### src/rtl/cdb_arbiter_pkg.sv
// Shared constants for the CDB arbiter: station id mapping and default sizing.
package cdb_arbiter_pkg;

   localparam int RES_INVALID               = 0;
   localparam int CDB_NUM_REQ               = 16;
   localparam int CDB_CF_BASE               = 12;
   localparam int NUM_CONTROL_FLOW_STATIONS = 4;
   localparam int CDB_STARVE_LIMIT          = 4;

   // Station id seen by the RS groups; id 0 is reserved for "no station".
   function automatic int rs_id_of_req(input int i);
      return i + 1;
   endfunction

endpackage

### src/rtl/cdb_arbiter_rr_pick.sv
// Round-robin search: first set request at or after ptr, wrapping modulo N.
module cdb_arbiter_rr_pick #(
   parameter int N  = 16,
   parameter int PW = (N > 1) ? $clog2(N) : 1
) (
   input  logic [N-1:0]  req,
   input  logic [PW-1:0] ptr,
   output logic          found,
   output logic [PW-1:0] idx
);

   always_comb begin
      found = 1'b0;
      idx   = '0;
      // Walk offsets from far to near so the closest hit to ptr is written last.
      for (int k = N - 1; k >= 0; k--) begin
         if (req[(int'(ptr) + k) % N]) begin
            found = 1'b1;
            idx   = PW'((int'(ptr) + k) % N);
         end
      end
   end

endmodule

### src/rtl/cdb_arbiter.sv
// Single-winner CDB arbiter: starvation-forced stations first, then control-flow
// round robin, then general round robin. Grant is combinational from req and state.
module cdb_arbiter
   import cdb_arbiter_pkg::*;
#(
   parameter int NUM_REQ      = CDB_NUM_REQ,
   parameter int CF_BASE      = CDB_CF_BASE,
   parameter int NUM_CF       = NUM_CONTROL_FLOW_STATIONS,
   parameter int STARVE_LIMIT = CDB_STARVE_LIMIT
) (
   input  logic               clk,
   input  logic               reset_n,
   input  logic [NUM_REQ-1:0] req,
   input  logic               cdb_hold,
   input  logic               flush,
   output logic [31:0]        selection,
   output logic               sel_load,
   output logic [NUM_REQ-1:0] grant,
   output logic               grant_cf
);

   localparam int RW = (NUM_REQ > 1) ? $clog2(NUM_REQ) : 1;
   localparam int CW = (NUM_CF > 1) ? $clog2(NUM_CF) : 1;
   localparam int AW = $clog2(STARVE_LIMIT + 1);
   localparam logic [AW-1:0] AGE_MAX = AW'(STARVE_LIMIT);

   logic [RW-1:0]              rr_ptr_reg, rr_ptr_next;
   logic [CW-1:0]              cf_ptr_reg, cf_ptr_next;
   logic [NUM_REQ-1:0][AW-1:0] age_reg, age_next;

   logic [NUM_REQ-1:0] forced_vec;
   logic               forced_found;
   logic [RW-1:0]      forced_idx;
   logic               cf_found, rr_found;
   logic [CW-1:0]      cf_idx;
   logic [RW-1:0]      rr_idx;
   logic [RW-1:0]      win_idx;
   logic [CW-1:0]      win_cf_off;
   logic               win_cf;
   logic               grant_valid;

   cdb_arbiter_rr_pick #(.N(NUM_CF), .PW(CW)) u_cf_pick (
      .req   (req[CF_BASE +: NUM_CF]),
      .ptr   (cf_ptr_reg),
      .found (cf_found),
      .idx   (cf_idx)
   );

   cdb_arbiter_rr_pick #(.N(NUM_REQ), .PW(RW)) u_rr_pick (
      .req   (req),
      .ptr   (rr_ptr_reg),
      .found (rr_found),
      .idx   (rr_idx)
   );

   // Per-station starvation tracking; waiting under cdb_hold still counts.
   genvar gi;
   generate
      for (gi = 0; gi < NUM_REQ; gi++) begin : g_age
         assign forced_vec[gi] = req[gi] && (age_reg[gi] == AGE_MAX);
         assign age_next[gi]   = (!req[gi] || grant[gi]) ? '0 :
                                 (age_reg[gi] == AGE_MAX) ? AGE_MAX :
                                 age_reg[gi] + AW'(1);
      end
   endgenerate

   always_comb begin
      forced_found = 1'b0;
      forced_idx   = '0;
      for (int i = NUM_REQ - 1; i >= 0; i--) begin
         if (forced_vec[i]) begin
            forced_found = 1'b1;
            forced_idx   = RW'(i);
         end
      end
   end

   always_comb begin
      win_idx = rr_idx;
      if (forced_found)
         win_idx = forced_idx;
      else if (cf_found)
         win_idx = RW'(CF_BASE) + RW'(cf_idx);
      win_cf      = (int'(win_idx) >= CF_BASE) && (int'(win_idx) < CF_BASE + NUM_CF);
      win_cf_off  = CW'(win_idx - RW'(CF_BASE));
      rr_ptr_next = (int'(win_idx) == NUM_REQ - 1) ? '0 : win_idx + RW'(1);
      cf_ptr_next = (int'(win_cf_off) == NUM_CF - 1) ? '0 : win_cf_off + CW'(1);
   end

   // rr_found is implied by |req; kept in the qualifier for clarity of intent.
   assign grant_valid = reset_n && !flush && !cdb_hold && rr_found;

   assign sel_load  = grant_valid;
   assign selection = grant_valid ? 32'(rs_id_of_req(int'(win_idx))) : 32'(RES_INVALID);
   assign grant     = grant_valid ? (NUM_REQ'(1) << win_idx) : '0;
   assign grant_cf  = grant_valid && win_cf;

   always_ff @(posedge clk) begin
      if (!reset_n || flush) begin
         rr_ptr_reg <= '0;
         cf_ptr_reg <= '0;
         age_reg    <= '0;
      end else begin
         age_reg <= age_next;
         if (grant_valid) begin
            rr_ptr_reg <= rr_ptr_next;
            if (win_cf)
               cf_ptr_reg <= cf_ptr_next;
         end
      end
   end

endmodule

### config.mk
export PLATFORM = sky130hd
export DESIGN_NAME = cdb_arbiter
export DESIGN_NICKNAME = d
export VERILOG_FILES = /design/src/rtl/cdb_arbiter_pkg.sv /design/src/rtl/cdb_arbiter_rr_pick.sv /design/src/rtl/cdb_arbiter.sv
export SDC_FILE = /design/constraint.sdc
export NUM_CORES = 1
export LEC_CHECK = 0
export CAP_MARGIN = 0
export CORE_UTILIZATION = 42
export DETAILED_ROUTE_END_ITERATION = 8
export GPL_TIMING_DRIVEN = 0
export PLACE_DENSITY = 0.63
export SYNTH_ARGS = -nofsm -noshare
export SYNTH_HDL_FRONTEND = slang
export SYNTH_SLANG_ARGS = --single-unit
### constraint.sdc
create_clock -name clk -period 6.7 [get_ports clk]
set_input_delay 1.005 -clock clk [delete_from_list [all_inputs] [get_ports clk]]
set_output_delay 1.005 -clock clk [all_outputs]
set_load 0.005 [all_outputs]
==> key figures <==
Outcome
  – Status: complete, no violations

Place
  – Post-DP HPWL: 15000 um
  – GP Congestion: 0.961
  – Port buffer count: 42
  – Placed Cells incl. Taps: 959

Detailed routing
  – DR vias: 5886
  – WL final: 19000 um
  – DR pass1 iterations: 7
  – Drt via density: 6.05
  – Initial DRC count: 482
  – Antenna-violating nets left: 0
  – Mean routed wirelength per cell: 19.6 um
  – Number of remaining DRC errors: 0

Final layout
  – Area grow syn2layout: 17.4%
  – Fin util: 50.8%
  – Non-filler instance count after layout: 973
  – Final nets: 857
  – Max reg flops: 48
  – Share of layout cells above drive strength 1: 19.5%
  – # diodes: 0

Power and ir drop
  – VDD IR max: 0.0000917 V
  – Leak: 2.79 nW
  – Power density cells: 133 nW/um^2
  – Final Total Pwr: 948 uW

Floorplanning
  – Area of the die: 14900 sq um
  – Starting Density: 43.3%
  – Chip height: 122 um
  – Die X-Extent: 122 um
  – I/O pin cnt: 70
  – Std-Cell Rows: 43
  – Core ar.: 14000 sq um

Timing
  – Slew @ Worst Pin: 0.840 ns
  – Final hold vios: 0
  – Relative slew slack: 43.6%
  – Hold WS: 0.459 ns
  – Maximum clock frequency: 0.153 GHz
  – Final number of max-transition violations: 0
  – Min Tclk post-route: 6.53 ns
  – Fin Clk Skew: 0.0104 ns
  – Period Utilization, post-route: 97.5%
  – Setup violations, final: 0

Worst setup path
  – Worst Path Required: 5.69 ns
  – Critical R2R Launch: rr_ptr_reg[1]
  – CP Class: input pin to output port
  – Startpoint types: input pin
  – Worst Path Arrival: 5.53 ns
  – CP Capture Type: output port
  – R2R depth: 18
  – Crit-path max FO: 10
  – Crit path launch: req[2]

Logic synthesis
  – Register area share after synthesis: 17.9%
  – Asr flop ratio synth: 0%
  – Top-count cell post-synth: nand2_1
  – Top cell type's share of synthesized area: 17.9%
  – Mean Syn Cell Area: 8.52 sq um
  – YS warnings: 0
  – Commonest cells post-synth: nand2_1, inv_1, dfxtp_1
  – Most used DFF post-synth: dfxtp_1
  – Register bit total from synthesis: 54
  – Mapped cell area: 6050 sq um
  – Top cells by area, synth: dfxtp_1, mux4_2, ha_1, nand2_1, mux2i_1
  – Synth area leader: dfxtp_1
  – Post-synth cell types: 85
  – EDFF count, synth: 0
  – Post-synthesis instance total: 711

Clocking
  – Clk_lat worst skew: 0.30 ns
  – Post-CTS Hold Fix Bufs: 0
  – Root Driver: clkbuf_16
  – Clk sink count: 54
  – TritonCTS clock tree: built
  – Clock-pin slew of the registers on the worst-case setup and hold paths: 0.07 ns
  – CTS buffer count: 5
  – Bufs on Longest Clock Path: 2
  – H-tree Lvls: 2

Global route
  – Largest net degree at the start of global routing: 18
  – Initial antenna violation count: 0
  – First-pass GRT wire length: 29600 um
  – Total GRT Usage: 25.9%
  – GRT overflow: 0
  – Vias in the first global route: 5563

Flow run
  – Max_cap viols: 0

Worst hold path
  – WHS Path Cells: 1
  – Hold WC Path Type: flip-flop to flip-flop
  – Hold path startpoint: age_reg[30]
-- cell usage in the layout (no fill, tap or decap), drive strengths merged, types with 28 or more instances in the layout --
cell type	n
mux4	30
nand2	64
dfxtp	54
mux2i	28
clkdlybuf4s50	42
buf	50
ha	45
nor2	48
inv	65
nand3	29
-- where the power goes --
part / total, mW / switching (mW) / leakage, nW / internal [mW]
sequential: 0.332 / 0.00534 / 0.439 / 0.327
clock: 0.275 / 0.124 / 0.0735 / 0.150
combinational: 0.341 / 0.199 / 2.27 / 0.142
total: 0.948 / 0.329 / 2.79 / 0.619
-- stage by stage --
step	TNS, ns	instance area, sq um	setup slack [ns]
2_1_floorplan	0	6150	1.14
3_3_place_gp	-3.94	6800	-0.350
3_5_place_dp	-4.47	6800	-0.373
4_1_cts	0	7020	0.0311
5_1_grt	-0.0163	7110	-0.0129
6_report	0	7110	0.167
-- final cells by class --
cell class,instances,area [sq um]
Tap cell,180,225
Clock buffer,6,139
Inverter,66,250
Fill cell,1340,6880
Multi-Input combinational cell,558,4520
Sequential cell,54,1080
Timing Repair Buffer,49,473
Buffer,58,400
Clock inverter,2,16.3
-- layer usage --
metal  track usage, %  wire length (um)
met1             33.8              7950
met4             8.92               331
met2             44.5              9340
met3             2.25              1410
met5                0                 0
-- cells by family (layout without fill, tap and decap cells) --
logic type,Yosys count,count (layout),share of synthesized area [%]
compound gates,143,143,17.6
xor+xnor,13,13,2.50
fa+ha+maj,45,45,9.30
buf+inv,125,181,10.5
flops,54,54,17.9
mux,79,79,20.6
other cells,1,27,0.0619
simple gates,251,251,21.5
-- what timing repair did --
item                       4_1_cts  5_1_grt
gates cloned                     0        0
pin swaps                        1        1
setup endpoints to repair       22       19
buffers inserted                 4        3
resized for setup               13       19
-- worst max-delay path, stage by stage --
cell             delay (ns)
clkdlybuf4s50_1        0.70
mux4_2                 0.67
mux2_4                 0.34
mux2i_4                0.27
buf_4                  0.18
buf_4                  0.10
inv_2                  0.04
a2111o_1               0.40
a31oi_1                0.26
a21oi_4                0.11
inv_1                  0.11
ha_2                   0.33
inv_1                  0.10
nor3_2                 0.31
clkdlybuf4s50_1        0.57
-- path summary, 6_finish.rpt --
check,slack (ns),to
setup / recovery,0.17,grant[8]
hold / removal,0.46,age_reg[30]
setup reg to reg,1.61,age_reg[47]
hold reg to reg,0.46,age_reg[30]
Note: power is estimated with default switching activity, not from simulation.
